$ cat src/rtl/instr_buf_pkg.sv
// Shared types and constants for the instruction buffer read side.
// Provides the reader FSM state encoding and the index-width helper.
package instr_buf_pkg;

   typedef enum logic [1:0] {
      SCAN  = 2'd0,
      LOAD  = 2'd1,
      OFFER = 2'd2
   } state_t;

   localparam int RR_START_RESET = 0;

   function automatic int idx_width(input int n);
      return (n > 1) ? $clog2(n) : 1;
   endfunction

endpackage

$ cat src/rtl/rr_priority_picker.sv
// Round-robin picker: first set bit of bitmap at or after start, wrapping.
// Rotates the bitmap so start lands at position 0, priority-encodes, then un-rotates.
module rr_priority_picker
   import instr_buf_pkg::*;
#(
   parameter int BS = 16,
   parameter int IW = idx_width(BS)
) (
   input  logic [0:BS-1] bitmap,
   input  logic [IW-1:0] start,
   output logic          found,
   output logic [IW-1:0] index
);

   logic [0:BS-1] rot;
   logic [IW-1:0] off;

   always_comb begin
      rot = '0;
      for (int j = 0; j < BS; j++) begin
         rot[j] = bitmap[start + IW'(j)];
      end
   end

   // Descending loop so the lowest rotated position wins.
   always_comb begin
      found = 1'b0;
      off   = '0;
      for (int j = BS - 1; j >= 0; j--) begin
         if (rot[j]) begin
            found = 1'b1;
            off   = IW'(j);
         end
      end
   end

   // BS is a power of two, so the IW-bit add wraps modulo BS.
   assign index = start + off;

endmodule

$ cat src/rtl/instr_buffer_reader.sv
// Drains valid instruction-buffer entries in round-robin order and offers them downstream.
// Handshake: instr_out transfers on a rising edge where instr_valid & instr_ready; once raised, instr_valid and instr_out hold until that transfer (or flush/reset).
module instr_buffer_reader
   import instr_buf_pkg::*;
#(
   parameter int Instruction_word_size = 32,
   parameter int bs = 16,
   parameter int IW = idx_width(bs)
) (
   input  logic                             clk,
   input  logic                             rst,
   input  logic [0:bs-1]                    valid_entries,
   input  logic                             flush,
   output logic [IW-1:0]                    rd_index,
   input  logic [Instruction_word_size-1:0] rd_data,
   output logic [Instruction_word_size-1:0] instr_out,
   output logic                             instr_valid,
   input  logic                             instr_ready,
   output logic                             clr_en,
   output logic [IW-1:0]                    clr_index,
   output logic [1:0]                       state,
   output logic [IW-1:0]                    ptr
);

   state_t          cur_state;
   state_t          nxt_state;
   logic            pick_found;
   logic [IW-1:0]   pick_index;
   logic            data_live;

   rr_priority_picker #(.BS(bs), .IW(IW)) u_picker (
      .bitmap (valid_entries),
      .start  (ptr),
      .found  (pick_found),
      .index  (pick_index)
   );

   assign data_live = (rd_data != '0);
   assign state     = cur_state;

   always_ff @(posedge clk or posedge rst) begin
      if (rst) begin
         cur_state <= SCAN;
      end else begin
         cur_state <= nxt_state;
      end
   end

   always_comb begin
      nxt_state = cur_state;
      if (flush) begin
         nxt_state = SCAN;
      end else begin
         case (cur_state)
            SCAN:    if (pick_found) nxt_state = LOAD;
            LOAD:    nxt_state = data_live ? OFFER : SCAN;
            OFFER:   if (instr_ready) nxt_state = SCAN;
            default: nxt_state = SCAN;
         endcase
      end
   end

   // The clear is issued while the entry is being captured; flush cancels it.
   always_comb begin
      clr_en    = 1'b0;
      clr_index = '0;
      if (cur_state == LOAD && !flush) begin
         clr_en    = 1'b1;
         clr_index = rd_index;
      end
   end

   always_ff @(posedge clk or posedge rst) begin
      if (rst) begin
         ptr         <= IW'(RR_START_RESET);
         rd_index    <= '0;
         instr_out   <= '0;
         instr_valid <= 1'b0;
      end else if (flush) begin
         ptr         <= IW'(RR_START_RESET);
         instr_valid <= 1'b0;
      end else begin
         case (cur_state)
            SCAN: begin
               if (pick_found) rd_index <= pick_index;
            end
            LOAD: begin
               // A zero word means the entry was overwritten after the scan.
               if (data_live) begin
                  instr_out   <= rd_data;
                  instr_valid <= 1'b1;
               end else begin
                  ptr <= rd_index + 1'b1;
               end
            end
            OFFER: begin
               if (instr_ready) begin
                  instr_valid <= 1'b0;
                  ptr         <= rd_index + 1'b1;
               end
            end
            default: ;
         endcase
      end
   end

endmodule

$ cat config.mk
export PLATFORM = sky130hd
export DESIGN_NAME = instr_buffer_reader
export DESIGN_NICKNAME = d
export VERILOG_FILES = /design/src/rtl/instr_buf_pkg.sv /design/src/rtl/rr_priority_picker.sv /design/src/rtl/instr_buffer_reader.sv
export SDC_FILE = /design/constraint.sdc
export NUM_CORES = 1
export LEC_CHECK = 0
export CAP_MARGIN = 40
export CORE_ASPECT_RATIO = 0.7
export CORE_MARGIN = 4
export CORE_UTILIZATION = 30
export CTS_BUF_LIST = sky130_fd_sc_hd__clkbuf_16
export CTS_CLUSTER_SIZE = 25
export DETAILED_ROUTE_END_ITERATION = 10
export PLACE_DENSITY = 0.56
export SETUP_SLACK_MARGIN = 0.3
export SYNTH_ARGS = -nofsm -noshare
export SYNTH_HDL_FRONTEND = slang
export SYNTH_SLANG_ARGS = --single-unit
$ cat constraint.sdc
create_clock -name clk -period 4.9 [get_ports clk]
set_input_delay 0.49 -clock clk [delete_from_list [all_inputs] [get_ports clk]]
set_output_delay 0.49 -clock clk [all_outputs]
set_load 0.02 [all_outputs]
==> results of run 1 <==
## metrics by stage
step | total power [W] | setup slack [ns] | cells | hold WS, ns
5_1_grt | 0.00272 | 0.684 | 468 | 0.516
3_3_place_gp | 0.00219 | 0.739 | 461 | 0.486
2_1_floorplan | 0.00169 | 0.607 | 238 | 0.620
3_5_place_dp | 0.00218 | 0.719 | 461 | 0.491
4_1_cts | 0.00256 | 0.924 | 468 | 0.505
6_report | 0.00254 | 0.929 | 468 | 0.501
## cells in the mapped netlist, drive strengths merged
| library cell | number |
|---|---|
| nor3b | 1 |
| buf | 6 |
| a21boi | 1 |
| and2 | 4 |
| mux4 | 24 |
| inv | 9 |
| nand2 | 11 |
| a311oi | 1 |
| ha | 11 |
| mux2i | 8 |
| o31ai | 4 |
| o21a | 1 |
| dfrtp | 43 |
| nand4 | 4 |
| fa | 1 |
| a31oi | 2 |
| nor2 | 12 |
| o21bai | 2 |
| clkbuf | 4 |
| nand2b | 1 |
| mux2 | 44 |
| xnor2 | 7 |
| a21o | 1 |
| xor2 | 6 |
| nand3 | 2 |
| or4 | 1 |
| a32o | 1 |
| nor3 | 3 |
| nor4 | 8 |
| or3b | 1 |
| nor2b | 4 |
| a21oi | 6 |
| o21ai | 4 |
## cell type report
cell class,instances,share of cell area (%)
sequential,43,24.7
clock inverter,2,0.776
timing repair buffer,105,23.8
multi-input combinational,176,43.4
inverter,9,0.776
clock buffer,5,2.87
tap,128,3.68
## routing by layer
layer,part of all wire [%],global-route usage [%]
met1,48,20.4
met2,46,20.4
met3,4.9,4.09
met4,0.80,3.41
met5,0,0
## flip-flops by register name, indices dropped and copies added, names as in the netlist
| signal | cells |
|---|---|
| ptr | 4 |
| instr_out | 32 |
| instr_valid | 1 |
| rd_index | 4 |
| state | 2 |
## cells in the final DEF (no fill, tap or decap), types with 3 or more instances in the layout
cell             count
clkdlybuf4s50_1     99
dfrtp_1             43
mux2_2              39
mux4_2              18
nand2_1             11
ha_1                11
inv_1               10
nor2_1               9
nor4_1               8
mux2i_1              8
xnor2_1              7
a21oi_1              6
mux4_1               6
xor2_1               6
buf_4                6
clkbuf_16            5
nor2b_1              4
mux2_4               4
and2_1               4
nand4_1              3
o21ai_0              3
nor3_1               3
o31ai_1              3
## path summary, 6_finish.rpt
| path | cells after the start | endpoint | slack, ns | startpoint |
|---|---|---|---|---|
| worst max-delay path | 13 | rd_index[3] | 0.93 | ptr[1] |
| worst min-delay path | 1 | instr_out[29] | 0.50 | instr_out[29] |
| worst max register to register | 13 | rd_index[3] | 0.93 | ptr[1] |
| worst min register to register | 1 | instr_out[29] | 0.50 | instr_out[29] |
| max in group asynchronous | 3 | rd_index[1] | 3.87 | rst |
| min in group asynchronous | 3 | instr_out[4] | 0.64 | rst |
## kinds of logic after synthesis
group / count (synthesis)
fa+ha+maj: 12
mux: 76
buf+inv: 19
simple gates: 52
flops: 43
xor+xnor: 13
compound gates: 23
## where the power goes
| part | switching (W) | internal, W |
|---|---|---|
| Sequential | 0.0000794 | 0.000461 |
| Combinational | 0.000819 | 0.000816 |
| Clock | 0.000130 | 0.000236 |
==> out/results.tsv, run 1 <==
metric	value	unit
Tmin final	3.97	ns
fmax	252	MHz
Synth Area in Compound Gates	5.32	%
DP Area	4200	µm²
sequential area share after synthesis	35.2	%
Hold Crit Class	reg -> reg	
die footprint	11900	µm²
final core occ	44.5	%
# resized after CTS	0	
class of the most critical setup path	reg -> reg	
synthesized area per cell	12.8	µm²
core area	9800	µm²
largest family of logic cells by synthesized area	multiplexers	
vias in the first global route	2410	
Initial DRC Count	133	
cell count after synthesis	238	
# fillers	907	
hold_buf cts	0	
slowest cell delay on critical path	0.52	ns
slowest stage cell on the critical path	mux4_2	
clock root cell	clkbuf_16	
Simple-Gate Fraction of Synth Area	9.79	%
worst-margin pin slew	0.741	ns
CTS buffer count	5	
post-CTS setup buffers	0	
antenna-violating nets left	0	
P&R area growth vs syn	42.5	%
fin nets	404	
Setup TNS	0	ns
Multi-input gate area	1890	µm²
Clock Sinks	43	
CTS Buffer Depth	2	
critical path's top delay family	multiplexers	
starting density of the core	31.2	%
initial antenna violation count	0	
Area contributors post-synth	dfrtp_1 (35%), mux2_2 (14%), mux4_2 (13%)	
PwrDens	583	nW/µm²
layout cells sized above 1	23.5	%
CTS tree	built	
Final HPWL DP	6400	µm
Syn. warnings	0	
register area	1080	µm²
top cell type's share of synthesized area	35.2	%
status	complete, no violations	
Placer Congestion	0.879	
Mapped Nets	302	
PortBufs	99	
vias	2315	
crit path max fanout	8	
largest net degree at the start of global routing	44	
Die W	129	µm
xor/xnor cell area share of the yosys netlist	3.73	%
Worst Path Required	5.07	ns
adder-cell share of the synthesized area	5.16	%
first-pass GRT wire length	13100	µm
number of diodes	0	
critical path launch point type	register	
unrepaired setup endpoints after global routing	false	
CP Cell Sequence	inv_1 > ha_1 > mux4_1 > mux4_2 > o31ai_1 > nand4_1 > a311oi_1 > ha_1 > a21o_1 > a21oi_1 > xnor2_1 > xnor2_1 > mux2_4	
peak supply drop	227	µV
WL final	7900	µm
IO Pins	100	
die height	92.4	µm
Residual DRC	0	
post-synth cell types	44	
count of final setup violators	0	
CP Buf/Inv Count	1	
Final Hold Fails	0	
Critical Path AT	4.14	ns
multiplexer area fraction after synthesis	37.8	%
Worst Setup End Kind	register	
# H-tree levels	2	
skew final	0.00195	ns
Max Cap Violations	0	
Synth Cell Area	3060	µm²
clock latency on the worst-skew pair	0.28	ns
Final Cell Area	4360	µm²
clock-pin slew on the worst setup and hold paths	0.06	ns
site row count	30	
final worst path period share	81.0	%
Initial DRT Pass Iterations	5	
Leak	1.73	nW
Via density	4.95	
gr usage total	14.0	%
register bit total from synthesis	43	
max-slew violation count	0	
Slew HR	50.6	%
drt wl/cell	16.9	µm
Yosys top cell by area	dfrtp_1	
gr ovfl total	0	
Power figures use the tool's default switching activity.
==> inputs of run 2 (changes only) <==
--- a/config.mk
+++ b/config.mk
@@ -12,7 +12,7 @@
 export CTS_BUF_LIST = sky130_fd_sc_hd__clkbuf_16
 export CTS_CLUSTER_SIZE = 25
 export DETAILED_ROUTE_END_ITERATION = 10
-export PLACE_DENSITY = 0.56
+export PLACE_DENSITY = 0.58
 export SETUP_SLACK_MARGIN = 0.3
 export SYNTH_ARGS = -nofsm -noshare
 export SYNTH_HDL_FRONTEND = slang
==> constraint.sdc (replaced) <==
create_clock -name clk -period 3.5 [get_ports clk]
set_input_delay 0.35 -clock clk [delete_from_list [all_inputs] [get_ports clk]]
set_output_delay 0.35 -clock clk [all_outputs]
set_load 0.02 [all_outputs]
==> out/results.tsv, run 2 (synthesized netlist as in run 1, its figures left out) <==
metric	value	unit	change
status	finished, violations left		
violated checks	setup timing		
Critical Path AT	3.87	ns	-0.27 ns
crit path max fanout	8		unchanged
clock root cell	clkbuf_16		
# fillers	874		-3.6%
Clock Sinks	43		unchanged
critical path launch point type	register		
max reg flops	32		unchanged
CTS tree	built		
# H-tree levels	2		unchanged
most frequent cells in the layout	clkdlybuf4s50_1 (99), buf_4 (45), dfrtp_1 (40)		
Max Cap Violations	0		unchanged
PortBufs	99		unchanged
Die W	129	µm	unchanged
CTS buffer count	5		unchanged
P&R area growth vs syn	55.0	%	
skew final	0.00239	ns	+0.000435 ns
final worst path period share	106	%	+25 points
IO Pins	100		unchanged
antenna-violating nets left	0		unchanged
Largest regs	instr_out x32, ptr x4, rd_index x4		
PwrDens	887	nW/µm²	+52%
CTS Buffer Depth	2		unchanged
fmax	270	MHz	+7.2%
Worst Path Required	3.67	ns	-1.40 ns
core area	9800	µm²	unchanged
unrepaired setup endpoints after global routing	true		
share of total power in the clock network	12.3	%	-2.1 points
Worst Reg-to-Reg Cells	13		unchanged
Seq pwr share	18.3	%	-3.0 points
vias in the first global route	2657		+10%
Tmin final	3.70	ns	-0.267 ns
layout cells sized above 1	35.1	%	+12 points
die footprint	11900	µm²	unchanged
DP Worst Slack	-0.380	ns	-1.10 ns
Final Hold Fails	0		unchanged
WL final	8800	µm	+11%
max-slew violation count	0		unchanged
P_int	0.00257	W	+70%
largest reg by FF count	instr_out		
gr ovfl total	0		unchanged
sw power	0.00163	W	+58%
vias	2534		+9.5%
Initial DRC Count	154		+16%
initial antenna violation count	0		unchanged
Final WS setup	-0.204	ns	-1.13 ns
Residual DRC	0		unchanged
Leak	1.94	nW	+12%
worst-margin pin slew	0.816	ns	+0.0743 ns
Via density	4.97		+0.45%
Worst Setup End Kind	register		
count of final setup violators	3		+3
Hold Crit Class	in -> async		
clock latency on the worst-skew pair	0.28	ns	about the same
class of the most critical setup path	reg -> reg		
site row count	30		unchanged
Final HPWL DP	7200	µm	+12%
fin nets	445		+10%
Initial DRT Pass Iterations	4		-1
starting density of the core	31.2	%	unchanged
largest net degree at the start of global routing	33		-25%
combinational power share	69.4	%	+5.1 points
final core occ	48.4	%	+3.9 points
Placer Congestion	0.801		-8.9%
peak supply drop	295	µV	+30%
commonest non-fill, non-tap cell in the layout	clkdlybuf4s50_1		
hold_buf cts	0		unchanged
Sw Ratio	38.7	%	-1.8 points
Slew HR	45.3	%	-5.3 points
gr usage total	15.2	%	+1.2 points
number of diodes	0		unchanged
drt wl/cell	17.3	µm	+2.2%
first-pass GRT wire length	14300	µm	+9.4%
clock-pin slew on the worst setup and hold paths	0.06	ns	about the same
die height	92.4	µm	unchanged
-- run 2: routing by layer --
layer	track usage [%]	vias to the layer above	routed length, µm
met5	0	-	0
met4	3.23	0	67
met3	3.92	6	443
met2	22.1	60	3880
met1	22.7	1273	4410
li1	-	1195	-
-- run 2: timing repair --
| item | in CTS | in global routing |
|---|---|---|
| cloned | 0 | 0 |
| setup endpoints to repair | 4 | 4 |
| gates resized for setup | 1 | 3 |
| setup buffers | 1 | 1 |
| hold endpoints to repair | 0 | 0 |
| pin swaps | 0 | 2 |
-- run 2: power by group through the flow --
stage	sequential (W)	combinational, W	clock, W
after global routing	0.000796	0.00312	0.000556
final	0.000771	0.00292	0.000516
after CTS	0.000773	0.00289	0.000532
after detailed placement	0.000777	0.00287	0
after floorplan	0.000942	0.00151	0
after global placement	0.000773	0.00284	0
-- run 2: path summary, 6_finish.rpt --
| path | startpoint | end | slack (ns) |
|---|---|---|---|
| worst max-delay path | ptr[0] | rd_index[3] | -0.20 |
| worst min-delay path | rst | instr_out[18] | 0.44 |
| worst max register to register | ptr[0] | rd_index[3] | -0.20 |
| worst min register to register | instr_out[1] | instr_out[1] | 0.50 |
| max in group asynchronous | rst | ptr[1] | 2.32 |
| min in group clk | instr_out[1] | instr_out[1] | 0.50 |
-- run 2: worst max-delay path, cell delays in order, from the launching register on --
cell and delay (ns):
dfrtp_2 0.52, buf_12 0.15, mux4_2 0.56, mux4_2 0.51, nor2b_1 0.14, or4_1 0.40
o21a_1 0.20, a31oi_1 0.17, ha_2 0.23, a21o_1 0.13, a21oi_2 0.06, xnor2_1 0.18
xnor2_1 0.09, mux2_4 0.26
-- run 2: cell type report --
cell class              count  area (µm²)  area share [%]
inverters                   9        33.8           0.713
repair buffers            146        1370            28.9
clock buffers               5         125            2.64
clock inverters             3        38.8           0.819
multi-input cells         176        1930            40.8
flip-flops and latches     43        1080            22.8
well taps                 128         160            3.38
-- run 2: stage by stage --
stage               power, W  hold slack (ns)  area (µm²)  setup TNS, ns  cells
global placement     0.00361            0.487        4550         -0.707    500
detailed placement   0.00364            0.492        4550         -0.934    500
floorplan            0.00245            0.501        3110         -0.446    238
finish               0.00420            0.441        4740         -0.405    510
global route         0.00448            0.498        4740         -0.702    510
CTS                  0.00419            0.459        4720         -0.453    509
